===== config.mk =====
export PLATFORM = sky130hd
export DESIGN_NAME = decoder_n_seq_flat
export DESIGN_NICKNAME = d
export VERILOG_FILES = /design/src/rtl/decoder_n_seq_if.sv /design/src/rtl/decoder_n_seq.sv /design/src/flat_wrapper.sv
export SDC_FILE = /design/constraint.sdc
export NUM_CORES = 1
export LEC_CHECK = 0
export CORE_AREA = 2 2 50 52
export CTS_CLUSTER_DIAMETER = 80
export CTS_CLUSTER_SIZE = 24
export DETAILED_ROUTE_END_ITERATION = 10
export DIE_AREA = 0 0 52 54
export PLACE_DENSITY = 0.74
export SETUP_SLACK_MARGIN = 0.2
export SYNTH_ARGS = -nofsm -noshare
export SYNTH_HDL_FRONTEND = slang
export SYNTH_SLANG_ARGS = --single-unit

===== constraint.sdc =====
create_clock -name clk -period 2.6 [get_ports clk]
set_input_delay 0.52 -clock clk [delete_from_list [all_inputs] [get_ports clk]]
set_output_delay 0.52 -clock clk [all_outputs]
set_load 0.01 [all_outputs]

===== src/rtl/decoder_n_seq_if.sv =====
// Command/word handshake bundle for decoder_n_seq: command side (in_*, sel, mode)
// and code-word side (out_*, code, index, last).
interface decoder_n_seq_if #(
    parameter int N = 3
);
    localparam int W = 2 ** N;

    logic         in_valid;
    logic         in_ready;
    logic [N-1:0] sel;
    logic [1:0]   mode;
    logic         out_valid;
    logic         out_ready;
    logic [W-1:0] code;
    logic [N-1:0] index;
    logic         last;

    modport master (
        output in_valid, sel, mode, out_ready,
        input  in_ready, out_valid, code, index, last
    );

    modport slave (
        input  in_valid, sel, mode, out_ready,
        output in_ready, out_valid, code, index, last
    );
endinterface


===== src/rtl/decoder_n_seq.sv =====
// N-to-2^N decoder with registered output word, valid/ready handshake and
// walking one-hot scan bursts (SCAN_UP / SCAN_DOWN) alongside DECODE / THERMO.
module decoder_n_seq #(
    parameter int N       = 3,
    parameter bit OUT_INV = 1'b0
) (
    input  logic             clk,
    input  logic             reset,
    decoder_n_seq_if.slave   bus
);
    localparam int W = 2 ** N;

    localparam logic [1:0] M_DECODE    = 2'b00;
    localparam logic [1:0] M_SCAN_UP   = 2'b01;
    localparam logic [1:0] M_SCAN_DOWN = 2'b10;
    localparam logic [1:0] M_THERMO    = 2'b11;

    typedef enum logic [0:0] {IDLE, EMIT} state_t;

    state_t         state_q, state_d;
    logic [1:0]     mode_q, mode_d;
    logic [N-1:0]   index_q, index_d;
    logic [W-1:0]   code_q, code_d;
    logic           last_q, last_d;

    function automatic logic [W-1:0] make_code(input logic [N-1:0] i, input logic [1:0] m);
        logic [W-1:0] raw;
        raw = '0;
        for (int b = 0; b < W; b++) begin
            raw[b] = (m == M_THERMO) ? (b <= int'(i)) : (b == int'(i));
        end
        return OUT_INV ? ~raw : raw;
    endfunction

    function automatic logic make_last(input logic [N-1:0] i, input logic [1:0] m);
        case (m)
            M_SCAN_UP:   return i == N'(W - 1);
            M_SCAN_DOWN: return i == '0;
            default:     return 1'b1;
        endcase
    endfunction

    always_comb begin
        state_d = state_q;
        mode_d  = mode_q;
        index_d = index_q;
        code_d  = code_q;
        last_d  = last_q;
        case (state_q)
            IDLE: begin
                if (bus.in_valid) begin
                    state_d = EMIT;
                    mode_d  = bus.mode;
                    index_d = bus.sel;
                    code_d  = make_code(bus.sel, bus.mode);
                    last_d  = make_last(bus.sel, bus.mode);
                end
            end
            EMIT: begin
                if (bus.out_ready) begin
                    if (last_q) begin
                        state_d = IDLE;
                    end else begin
                        // last terminates a scan before the index could wrap
                        index_d = (mode_q == M_SCAN_UP) ? index_q + N'(1) : index_q - N'(1);
                        code_d  = make_code(index_d, mode_q);
                        last_d  = make_last(index_d, mode_q);
                    end
                end
            end
            default: state_d = IDLE;
        endcase
    end

    always_ff @(posedge clk) begin
        if (reset) begin
            state_q <= IDLE;
            mode_q  <= M_DECODE;
            index_q <= '0;
            code_q  <= OUT_INV ? '1 : '0;
            last_q  <= 1'b0;
        end else begin
            state_q <= state_d;
            mode_q  <= mode_d;
            index_q <= index_d;
            code_q  <= code_d;
            last_q  <= last_d;
        end
    end

    assign bus.in_ready  = (state_q == IDLE);
    assign bus.out_valid = (state_q == EMIT);
    assign bus.code      = code_q;
    assign bus.index     = index_q;
    assign bus.last      = last_q;
endmodule


===== src/flat_wrapper.sv =====
// flat-port wrapper written by rule: the top's interface ports become plain ports
module decoder_n_seq_flat 
#(
    parameter int N       = 3,
    parameter bit OUT_INV = 1'b0
)
  (clk, reset, bus_in_valid, bus_sel, bus_mode, bus_out_ready, bus_in_ready, bus_out_valid, bus_code, bus_index, bus_last);
  decoder_n_seq_if #(.N(N)) bus_i ();
  input  logic clk;
  input  logic reset;
  input wire logic [$bits(bus_i.in_valid)-1:0] bus_in_valid;
  input wire logic [$bits(bus_i.sel)-1:0] bus_sel;
  input wire logic [$bits(bus_i.mode)-1:0] bus_mode;
  input wire logic [$bits(bus_i.out_ready)-1:0] bus_out_ready;
  output wire logic [$bits(bus_i.in_ready)-1:0] bus_in_ready;
  output wire logic [$bits(bus_i.out_valid)-1:0] bus_out_valid;
  output wire logic [$bits(bus_i.code)-1:0] bus_code;
  output wire logic [$bits(bus_i.index)-1:0] bus_index;
  output wire logic [$bits(bus_i.last)-1:0] bus_last;
  assign bus_i.in_valid = bus_in_valid;
  assign bus_i.sel = bus_sel;
  assign bus_i.mode = bus_mode;
  assign bus_i.out_ready = bus_out_ready;
  assign bus_in_ready = bus_i.in_ready;
  assign bus_out_valid = bus_i.out_valid;
  assign bus_code = bus_i.code;
  assign bus_index = bus_i.index;
  assign bus_last = bus_i.last;
  decoder_n_seq #(.N(N), .OUT_INV(OUT_INV)) u_core (.clk(clk), .reset(reset), .bus(bus_i));
endmodule

# [After elaboration in Yosys (flattened, before gate mapping)]
# Index checks and enable logic that the tools add are counted.
[op_classes] addsub=2 mul=0 div=0 order_cmp=14 eq_ne=25 shift=0 n_mux=35 bitwise_logic=1 reduce_logical=7
[op_table] op="3-bit equality test, first input constant" count=8
[op_table] op="3-bit <= comparator, first input constant" count=8
[op_table] op="8-bit two-way mux" count=3
[op_table] op="1-bit two-way mux" count=22
[op_table] op="8-bit one-hot mux with 2 select lines" count=1
[op_table] op="2-bit by 3-bit equality test with 1-bit output, first input constant" count=4
[op_table] op="2-bit by 3-bit <= comparator with 1-bit output, first input constant" count=4
[op_table] op="3-bit zero test" count=4
[op_table] op="3-bit two-way mux" count=4
[op_table] op="2-bit equality test, second input constant" count=4
[op_table] op="1-bit one-hot mux with 2 select lines" count=4
[op_table] op="1-bit by 3-bit equality test with 1-bit output, first input constant" count=2
[op_table] op="3-bit equality test, second input constant" count=2
[op_table] op="1-bit by 3-bit <= comparator with 1-bit output, first input constant" count=2
[op_table] op="2-bit != test, second input constant" count=3
[op_table] op="3-bit one-hot mux with 2 select lines" count=1
[op_table] op="2-bit by 1-bit equality test with 1-bit output, second input constant" count=2
[op_table] op="2-bit AND reduction" count=2
[op_table] op="3-bit by 1-bit adder with 3-bit output, second input constant" count=1
[op_table] op="3-bit AND reduction" count=1
[op_table] op="3-bit by 1-bit subtractor with 3-bit output, second input constant" count=1
[op_table] op="1-bit inverter" count=1
[word_totals] ff_bits=15 latchBits=0 ramBits=0 romBits=0 out_inout_bits=14 wordCells=89 n_memories=0

# [Logic depth before layout (Yosys ltp)]
# Gate-level depths: netlist (run 1).
[logic_depth] word_depth=7 ltp_mapped=9

# [Worst setup path after synthesis (run 1)]
# No wires, ideal clock.
[synth_path] path_type="reg2reg" start="register u_core.index_q[0] (netlist: u_core.bus.index[0])" end="register u_core.last_q (netlist: u_core.bus.last)" arrival_time_ns=1.917 t_required_ns=2.497 slack_ns=0.579 stages_incl_launch_ff=7 n_path_buf=0 period_less_slack_ns=2.021 path_cell_list="dfxtp_1 -> inv_1 -> fa_1 -> xnor3_2 -> mux2i_1 -> nor4_1 -> a2111oi_2"
[synth_via] elab_chain_len=7 word_cells_on_any_way=9 cone_classes="add/sub (2); eq/ne (1); mux (5); reduce/logical (1)"
[synth_rtl] element="start, declared" line="decoder_n_seq.sv:22" text="logic [N-1:0] index_q, index_d;"
[synth_rtl] element="start signal, assigned" line="decoder_n_seq.sv:85" text="index_q <= index_d;"
[synth_rtl] element="3-bit by 1-bit subtractor with 3-bit output / 3-bit by 1-bit adder with 3-bit output (equally long branches)" line="decoder_n_seq.sv:65" text="index_d = (mode_q == M_SCAN_UP) ? index_q + N'(1) : index_q - N'(1);"
[synth_rtl] element="3-bit two-way mux *" line="decoder_n_seq.sv:65"
[synth_rtl] element="3-bit equality test / 3-bit zero test (equally long branches)" line="decoder_n_seq.sv:37, decoder_n_seq.sv:38"
[synth_rtl] element="1-bit one-hot mux with 2 select lines *" line="decoder_n_seq.sv:36" text="case (m)"
[synth_rtl] element="1-bit two-way mux *" line="decoder_n_seq.sv:61" text="if (last_q) begin"
[synth_rtl] element="1-bit two-way mux *" line="decoder_n_seq.sv:60" text="if (bus.out_ready) begin"
[synth_rtl] element="1-bit one-hot mux with 2 select lines *" line="decoder_n_seq.sv:49" text="case (state_q)"
[synth_rtl] element="end signal, assigned" line="decoder_n_seq.sv:87" text="last_q <= last_d;"
[synth_rtl] element="end, declared" line="decoder_n_seq.sv:24" text="logic last_q, last_d;"
# Every way passes the cells marked *; elsewhere a longest branch is shown, timed or not. The select of a mux whose other input is x is not followed.
# A chain may end at the register's enable or synchronous reset.

# [Worst setup path in the final report (run 1)]
[layout_path] start="register u_core.mode_q[1]" end="register u_core.last_q (netlist: u_core.bus.last)"
[layout_via] elab_chain_len=7 word_cells_on_any_way=9 cone_classes="eq/ne (3); mux (5); reduce/logical (1)"
[layout_rtl] element="start, declared" line="decoder_n_seq.sv:21" text="logic [1:0] mode_q, mode_d;"
[layout_rtl] element="start signal, assigned" line="decoder_n_seq.sv:84" text="mode_q <= mode_d;"
[layout_rtl] element="2-bit by 1-bit equality test with 1-bit output" line="decoder_n_seq.sv:36, decoder_n_seq.sv:65"
[layout_rtl] element="3-bit two-way mux" line="decoder_n_seq.sv:65"
[layout_rtl] element="3-bit equality test / 3-bit zero test (equally long branches)" line="decoder_n_seq.sv:37, decoder_n_seq.sv:38"
[layout_rtl] element="1-bit one-hot mux with 2 select lines *" line="decoder_n_seq.sv:36"
[layout_rtl] element="1-bit two-way mux *" line="decoder_n_seq.sv:61"
[layout_rtl] element="1-bit two-way mux *" line="decoder_n_seq.sv:60"
[layout_rtl] element="1-bit one-hot mux with 2 select lines *" line="decoder_n_seq.sv:49"
# Marked as above.

==> reports/qor.txt, run 1 <==
Most used DFF post-synth: dfxtp_1
status: completed
FF-to-FF setup slack: 0.42 ns
FF+latch area: 300 sq um
Resize count post-CTS: 0
Routed Antenna Nets: 0
CP Launch Type: register
RSZ-0062 raised after global routing: false
clock latency on the worst-skew pair: 0.29 ns
pre-CTS WS: 0.434 ns
fin. max-slew vios: 0
I/O pins: 23
per-cell routed wire length: 13.6 microns
Hold Buf Count CTS: 0
worst-margin pin slew: 0.625 ns
Reg-to-Reg Start: u_core.mode_q[1]
asr flop ratio synth: 0%
synth warn: 0
Mapped Area: 1050 sq um
H-tree depth: 1
final clock skew: 0.00773 ns
slew margin rel.: 58.2%
GRT busiest layer: met2
Seq/Total Area, Yosys: 28.6%
CTS max path bufs: 2
crit path max fanout: 8
crit share post-route: 83.7%
post-synth cell types: 38
pin count of the biggest net entering global routing: 18
gr ovfl total: 0
Required @ worst endpoint: 2.80 ns
final hold vios: 0
r2r endpoint: u_core.bus.last
CTS Buf Count: 3
met2 Use GR: 34.2%
DRC: 0
power per cell area: 505 nW/um^2
placed cells: 180
all-layer global routing usage: 20.1%
hold path endpoint: u_core.bus.code[7]
Final Non-Filler Cells: 184
Ant. Diodes: 0
leakage: 0.508 nW
# rows: 18
met3 usage: 4.44%
max-cap violations: 0
Yosys reg bits: 15
syn_area_per_cell: 7.96 sq um
Worst EP arrival: 2.37 ns
clk root buf: clkbuf_4
TNS Setup: 0 ns
Final GP Congestion: 0.911
detailed placer's ending HPWL: 1860 microns
Final Net Count: 176
Hold Worst Slack: 0.499 ns
die height: 54 microns
Starting Density: 45.3%
Post-synth EDFFs: 0
synthesis-to-layout area growth: 26.1%
core box area: 2320 sq um
worst min path class: register to register
peak supply drop: 295 uV
via count: 1015
CTS tree: yes
Detailed Route Iter0 Violations: 21
Final Worst Setup Slack: 0.425 ns
Mapped Cells: 132
IO buf count: 22
Setup crit end kind: register
Setup Crit Path Kind: register to register
Die X-Extent: 52 microns
fin crit period: 2.18 ns
met1 GRT Util: 24.9%
fill count: 220
Worst R2R Path Depth: 7
fmax: 460 MHz
critical-path cell list: inv_1 -> ha_1 -> fa_1 -> xnor3_2 -> mux2i_1 -> nor4_1 -> a2111oi_2
final WL: 2510 microns
slowest CP cell: fa_1
Final setup viols: 0
hold depth: 2
number of detailed-route iterations in the first pass: 4
utilization after layout: 57.1%
crit-path max cell delay: 0.44 ns
initial antenna violation count: 0
fraction of layout cells with a size suffix above 1: 7.79%
global-route wire length before repair: 4150 microns
die area: 2810 sq um
syn_nets: 153
Post-CTS Setup Repair Bufs: 0
Clock transition at path regs: 0.09 ns
drt via density: 5.52
clock sink total: 15
vias in the first global route: 934
hold_sp: u_core.bus.code[7]
Multi-input gate area: 688 sq um
[synthesized netlist by cell type (3+ instances only)]
library cell	instances	area share (%)
clkbuf_1	4	1.4
a311oi_1	5	4.2
o21ai_1	3	1.4
inv_1	9	3.2
a211oi_1	3	2.1
dfxtp_1	15	29
nand2_1	15	5.4
ha_1	11	13
nor4_1	3	1.8
nor2_1	15	5.4
nor3_1	4	1.9
o21ai_0	5	2.4
a21oi_1	8	3.8
[state kept, by name, summed over array words and instances (netlist names)]
name and count:
u_core.bus.out_valid 1, u_core.bus.code 8, u_core.mode_q 2, u_core.bus.last 1, u_core.bus.index 3
[metal layers]
layer	share of wire (%)	wire (microns)
met5	0	0
met4	1.7	42
met3	3.9	99
met2	48	1200
met1	47	1170
[cell families after synthesis]
group	synth area share [%]
simple gates	22.0
xor+xnor	3.10
compound gates	22.4
buf+inv	5.95
flops	28.6
fa+ha+maj	15.0
mux	2.98
[cell type report]
| class | count | area share, % |
|---|---|---|
| Clock buffer | 4 | 1.98 |
| Inverter | 10 | 2.83 |
| Sequential cell | 15 | 22.7 |
| Tap cell | 30 | 2.83 |
| Timing Repair Buffer | 24 | 17.8 |
| Multi-Input combinational cell | 101 | 51.9 |
[where the power goes]
group,switching [mW],internal (mW)
Sequential,0.0198,0.253
Clock,0.0799,0.0598
Combinational,0.134,0.121
Total,0.234,0.434
[stage by stage]
step	power (mW)	instance area [sq um]
after floorplan	0.435	1050
after global placement	0.527	1300
after detailed placement	0.533	1300
after CTS	0.673	1330
after global routing	0.717	1330
final	0.669	1330
[worst max-delay path, delay by kind of cell, from the launching register on]
| kind | cells | cell delay (ns) |
|---|---|---|
| AO/OA/AOI/OAI | 1 | 0.27 |
| XOR/XNOR | 1 | 0.35 |
| adder cells (fa/ha/maj) | 2 | 0.71 |
| buffers and inverters | 1 | 0.06 |
| flip-flops | 1 | 0.40 |
| multiplexers | 1 | 0.22 |
| AND/OR/NAND/NOR | 1 | 0.08 |
[cells in the final DEF, fill, tap and decap left out, drive strengths merged, types with 4 or more instances in the layout]
cell type,count
clkdlybuf4s50,22
nor2,16
inv,9
ha,11
nor3,4
a311oi,5
dfxtp,15
o21ai,9
a21oi,8
clkbuf,4
nand2,15
[worst max path at each step]
stage / end / from / cells past startpoint / slack (ns)
after CTS: u_core.bus.last / u_core.bus.index[0] / 6 / 0.44
after floorplan: u_core.bus.last / u_core.bus.index[0] / 6 / 0.58
after global placement: u_core.bus.last / bus_sel[0] / 4 / 0.49
final: u_core.bus.last / u_core.mode_q[1] / 7 / 0.42
after detailed placement: u_core.bus.last / bus_mode[1] / 7 / 0.43
after global routing: u_core.bus.code[4] / u_core.mode_q[1] / 7 / 0.31
Note: power is estimated with default switching activity, not from simulation.
==> inputs of run 2 (changes only) <==
clock period = 2.2 ns   (was 2.6 ns; I/O delays follow)
==> run 2 against run 1 <==
Compared with the run above:
- utilization is 5.0 points higher
- die area did not move
- cell count is 3.8% higher
- critical endpoint unchanged
- routed wire length rose by 5.5%
- first-iteration DRC count is 43% higher
- largest cell class unchanged
==> reports/qor.txt, run 2 (same netlist as run 1, synthesis figures left out) <==
DRC: 0
gr ovfl total: 0
# rows: 18
die height: 54 microns
synthesis-to-layout area growth: 37.0%
max-cap violations: 0
most common cell after layout, fill and taps aside: clkdlybuf4s50_1
TNS Setup: 0 ns
per-cell routed wire length: 13.9 microns
vias in the first global route: 1055
I/O pins: 23
Ant. Diodes: 0
Final setup viols: 0
final clock skew: 0.00263 ns
number of detailed-route iterations in the first pass: 4
Final Non-Filler Cells: 191
core box area: 2320 sq um
RSZ-0062 raised after global routing: true
Final GP Congestion: 0.865
fin crit period: 1.89 ns
commonest non-fill, non-tap cells in the layout: 22 x clkdlybuf4s50_1, 15 x nand2_1, 15 x nor2_1
IO buf count: 22
Detailed Route Iter0 Violations: 30
max reg flops: 8
clock latency on the worst-skew pair: 0.29 ns
clk root buf: clkbuf_4
Routed Antenna Nets: 0
worst-margin pin slew: 0.658 ns
peak supply drop: 300 uV
final WL: 2650 microns
status: completed
Setup Crit Path Kind: register to register
fmax: 528 MHz
CTS Buf Count: 3
slowest CP cell: fa_2
detailed placer's ending HPWL: 2000 microns
utilization after layout: 62.1%
clock sink total: 15
H-tree depth: 1
all-layer global routing usage: 21.5%
power per cell area: 590 nW/um^2
crit-path max cell delay: 0.37 ns
initial antenna violation count: 0
Setup crit end kind: register
crit share post-route: 86.0%
via count: 1076
Required @ worst endpoint: 2.38 ns
global-route wire length before repair: 4460 microns
die area: 2810 sq um
critical-path cell list: inv_2 -> ha_4 -> fa_2 -> xnor3_2 -> mux2i_1 -> nor4_2 -> a2111oi_2
drt via density: 5.63
final total power: 0.850 mW
crit path max fanout: 7
leakage: 0.547 nW
Clock transition at path regs: 0.10 ns
Final Net Count: 183
slew margin rel.: 56.0%
Starting Density: 45.3%
fin. max-slew vios: 0
Worst EP arrival: 2.07 ns
fraction of layout cells with a size suffix above 1: 19.3%
placed cells: 184
CTS tree: yes
pin count of the biggest net entering global routing: 17
Die X-Extent: 52 microns
CTS max path bufs: 2
CP Launch Type: register
worst min path class: register to register
final hold vios: 0
[run 2: cell count changes in the layout (fill, tap and decap cells not counted), moves of 3 or more]
| cell | change |
|---|---|
| ha_1 | -4 |
| dfxtp_2 | +4 |
| ha_4 | +3 |
| buf_4 | +6 |
| dfxtp_1 | -4 |
[run 2: area by class of cell]
| cell class | instances | area [sq um] |
|---|---|---|
| flip-flops and latches | 15 | 305 |
| clock buffers | 4 | 26.3 |
| well taps | 30 | 37.5 |
| inverters | 10 | 37.5 |
| multi-input cells | 101 | 742 |
| repair buffers | 31 | 292 |
| fillers | 213 | 880 |
[run 2: what timing repair did]
action	CTS	global route
resized for setup	7	7
endpoints found under the setup margin	5	6
buffers inserted	2	1
pin swaps	0	3
hold buffers	0	0
[run 2: routing by layer]
metal,up-vias,share of wire [%],track usage (%)
li1,521,-,-
met1,492,41,25.0
met2,56,49,38.4
met3,7,8.3,3.33
met4,0,1.5,10.5
met5,-,0,0
[run 2: report_power, final]
part | internal, mW | total, mW | switching (mW)
Combinational | 0.181 | 0.360 | 0.179
Sequential | 0.301 | 0.324 | 0.0232
Clock | 0.0705 | 0.166 | 0.0955
Total | 0.553 | 0.850 | 0.297
[run 2: final timing paths]
path                           start                 end  slack (ns)  cells after the start
hold / removal    u_core.bus.code[5]  u_core.bus.code[5]        0.50                      2
setup / recovery    u_core.mode_q[1]     u_core.bus.last        0.31                      7
hold reg to reg   u_core.bus.code[5]  u_core.bus.code[5]        0.50                      2
setup reg to reg    u_core.mode_q[1]     u_core.bus.last        0.31                      7
[run 2: critical path: cells and delay by family, from the launching register on]
kind            cells  cell delay [ns]
mux                 1             0.24
fa+ha+maj           2             0.53
compound gates      1             0.23
buf+inv             1             0.04
flops               1             0.35
xor+xnor            1             0.34
simple gates        1             0.06
[run 2: stage by stage]
stage	hold slack (ns)	setup WS (ns)	instance area [sq um]
2_1_floorplan	0.469	0.223	1050
3_3_place_gp	0.482	0.170	1330
3_5_place_dp	0.487	0.0952	1330
4_1_cts	0.496	0.238	1400
5_1_grt	0.512	0.162	1440
6_report	0.503	0.307	1440
==> inputs of run 3 (changes only) <==
CELL_PAD_IN_SITES_DETAIL_PLACEMENT = 0   (was unset)
CELL_PAD_IN_SITES_GLOBAL_PLACEMENT = 2   (was unset)
CORE_AREA = 2 2 65 67   (was 2 2 50 52)
DIE_AREA = 0 0 67 69   (was 0 0 52 54)
GPL_TIMING_DRIVEN = 0   (was unset)
PLACE_DENSITY = unset   (was 0.74)
PLACE_DENSITY_LB_ADDON = 0.1   (was unset)
==> run 3 against run 2 <==
Compared with the run above:
- fmax down 2.6%
- clock skew up 0.0018 ns
- cell count up 8.9%
- combinational power down 8.6%
- hold slack worse by 0.0066 ns
- largest power group unchanged
==> reports/qor.txt, run 3 (same netlist as run 1, synthesis figures left out) <==
IO buf count: 20
per-cell routed wire length: 14.0 microns
fin. max-slew vios: 0
power per cell area: 631 nW/um^2
all-layer global routing usage: 13.3%
utilization after layout: 36.0%
final hold vios: 0
Routed Antenna Nets: 0
critical-path cell list: inv_2 -> ha_4 -> fa_2 -> xnor3_2 -> buf_6 -> nand4_1 -> o211ai_1 -> o31ai_1
CP Launch Type: register
Setup crit end kind: register
slowest CP cell: dfxtp_4
Clock transition at path regs: 0.07 ns
CP delay by family, top: adder cells
final clock skew: 0.00444 ns
vias in the first global route: 941
most common cell after layout, fill and taps aside: clkdlybuf4s50_1
Required @ worst endpoint: 2.37 ns
via count: 1029
Final setup viols: 0
Die X-Extent: 67 microns
slew margin rel.: 57.3%
crit path buf inv count: 2
Detailed Route Iter0 Violations: 30
detailed placer's ending HPWL: 2250 microns
fraction of layout cells with a size suffix above 1: 12.7%
commonest non-fill, non-tap cells in the layout: 20 x clkdlybuf4s50_1, 15 x nand2_1, 15 x nor2_1
Multi-input gate area: 708 sq um
synthesis-to-layout area growth: 33.9%
Final GP Congestion: 0.797
max reg flops: 8
pin count of the biggest net entering global routing: 11
crit share post-route: 88.4%
Worst EP arrival: 2.11 ns
final total power: 0.889 mW
fill count: 437
DRC: 0
# rows: 23
Hold Worst Slack: 0.496 ns
global-route wire length before repair: 4710 microns
Ant. Diodes: 0
RSZ-0062 raised after global routing: true
crit-path max cell delay: 0.37 ns
worst-margin pin slew: 0.624 ns
clock sink total: 15
Setup Crit Path Kind: register to register
status: completed
Hold Buf Count CTS: 0
TNS Setup: 0 ns
crit path max fanout: 7
I/O pins: 23
max-cap violations: 0
drt via density: 4.95
CTS tree: yes
CTS Buf Count: 3
peak supply drop: 243 uV
H-tree depth: 1
fin crit period: 1.94 ns
worst min path class: register to register
CTS max path bufs: 2
die area: 4620 sq um
die height: 69 microns
gr ovfl total: 0
initial antenna violation count: 0
Starting Density: 26.9%
Final Net Count: 180
final WL: 2920 microns
clock latency on the worst-skew pair: 0.25 ns
core box area: 3910 sq um
clk root buf: clkbuf_8
FF+latch area: 308 sq um
leakage: 0.525 nW
fmax: 514 MHz
number of detailed-route iterations in the first pass: 4
run 3: cell count changes in the layout (fill, tap and decap cells not counted), moves of 3 or more:
cell and change:
buf_4 -7, clkbuf_1 +4, dfxtp_2 -4, ha_1 +3, clkbuf_4 -3, clkbuf_8 +3
run 3: layout make-up:
cell class              instances  area share [%]
well taps                      50            4.44
flip-flops and latches         15            21.9
plain buffers                   6            1.78
multi-input cells             101            50.3
inverters                      10            2.84
clock buffers                   4            3.20
repair buffers                 22            15.6
run 3: path summary, 6_finish.rpt:
| check | from | to | slack (ns) | cells after the start |
|---|---|---|---|---|
| max | u_core.mode_q[1] | u_core.bus.code[1] | 0.26 | 8 |
| min | u_core.bus.code[5] | u_core.bus.code[5] | 0.50 | 2 |
| max reg2reg | u_core.mode_q[1] | u_core.bus.code[1] | 0.26 | 8 |
| min reg2reg | u_core.bus.code[5] | u_core.bus.code[5] | 0.50 | 2 |
run 3: layer usage:
| layer | global-route usage (%) | part of all wire [%] |
|---|---|---|
| met1 | 18.4 | 48 |
| met2 | 20.7 | 47 |
| met3 | 3.59 | 3.4 |
| met4 | 2.72 | 1.0 |
| met5 | 0 | 0 |
run 3: per-stage QoR:
step	instance area, sq um	setup slack (ns)	cells
CTS	1370	0.140	206
global placement	1320	0.0326	202
detailed placement	1320	0.0452	202
finish	1410	0.256	208
floorplan	1050	0.223	132
global route	1410	0.176	208
run 3: power by group:
part | switching, mW | total (mW) | internal, mW | leakage [nW]
combinational | 0.170 | 0.329 | 0.158 | 0.377
sequential | 0.0251 | 0.325 | 0.300 | 0.125
clock | 0.106 | 0.235 | 0.129 | 0.0228
total | 0.302 | 0.889 | 0.587 | 0.525
run 3: repair_timing:
action / CTS / global route
endpoints found under the hold margin: 0 / 0
buffers inserted: 0 / 2
gates cloned: 0 / 0
pin swaps: 1 / 3
gates resized for setup: 4 / 7
setup endpoints to repair: 9 / 8
run 3: worst reg2reg max path, delay by kind of cell, from the launching register on:
family / cells / cell delay [ns]
XOR/XNOR: 1 / 0.33
adder cells (fa/ha/maj): 2 / 0.54
flip-flops: 1 / 0.37
buffers and inverters: 2 / 0.20
AND/OR/NAND/NOR: 1 / 0.08
AO/OA/AOI/OAI: 2 / 0.34
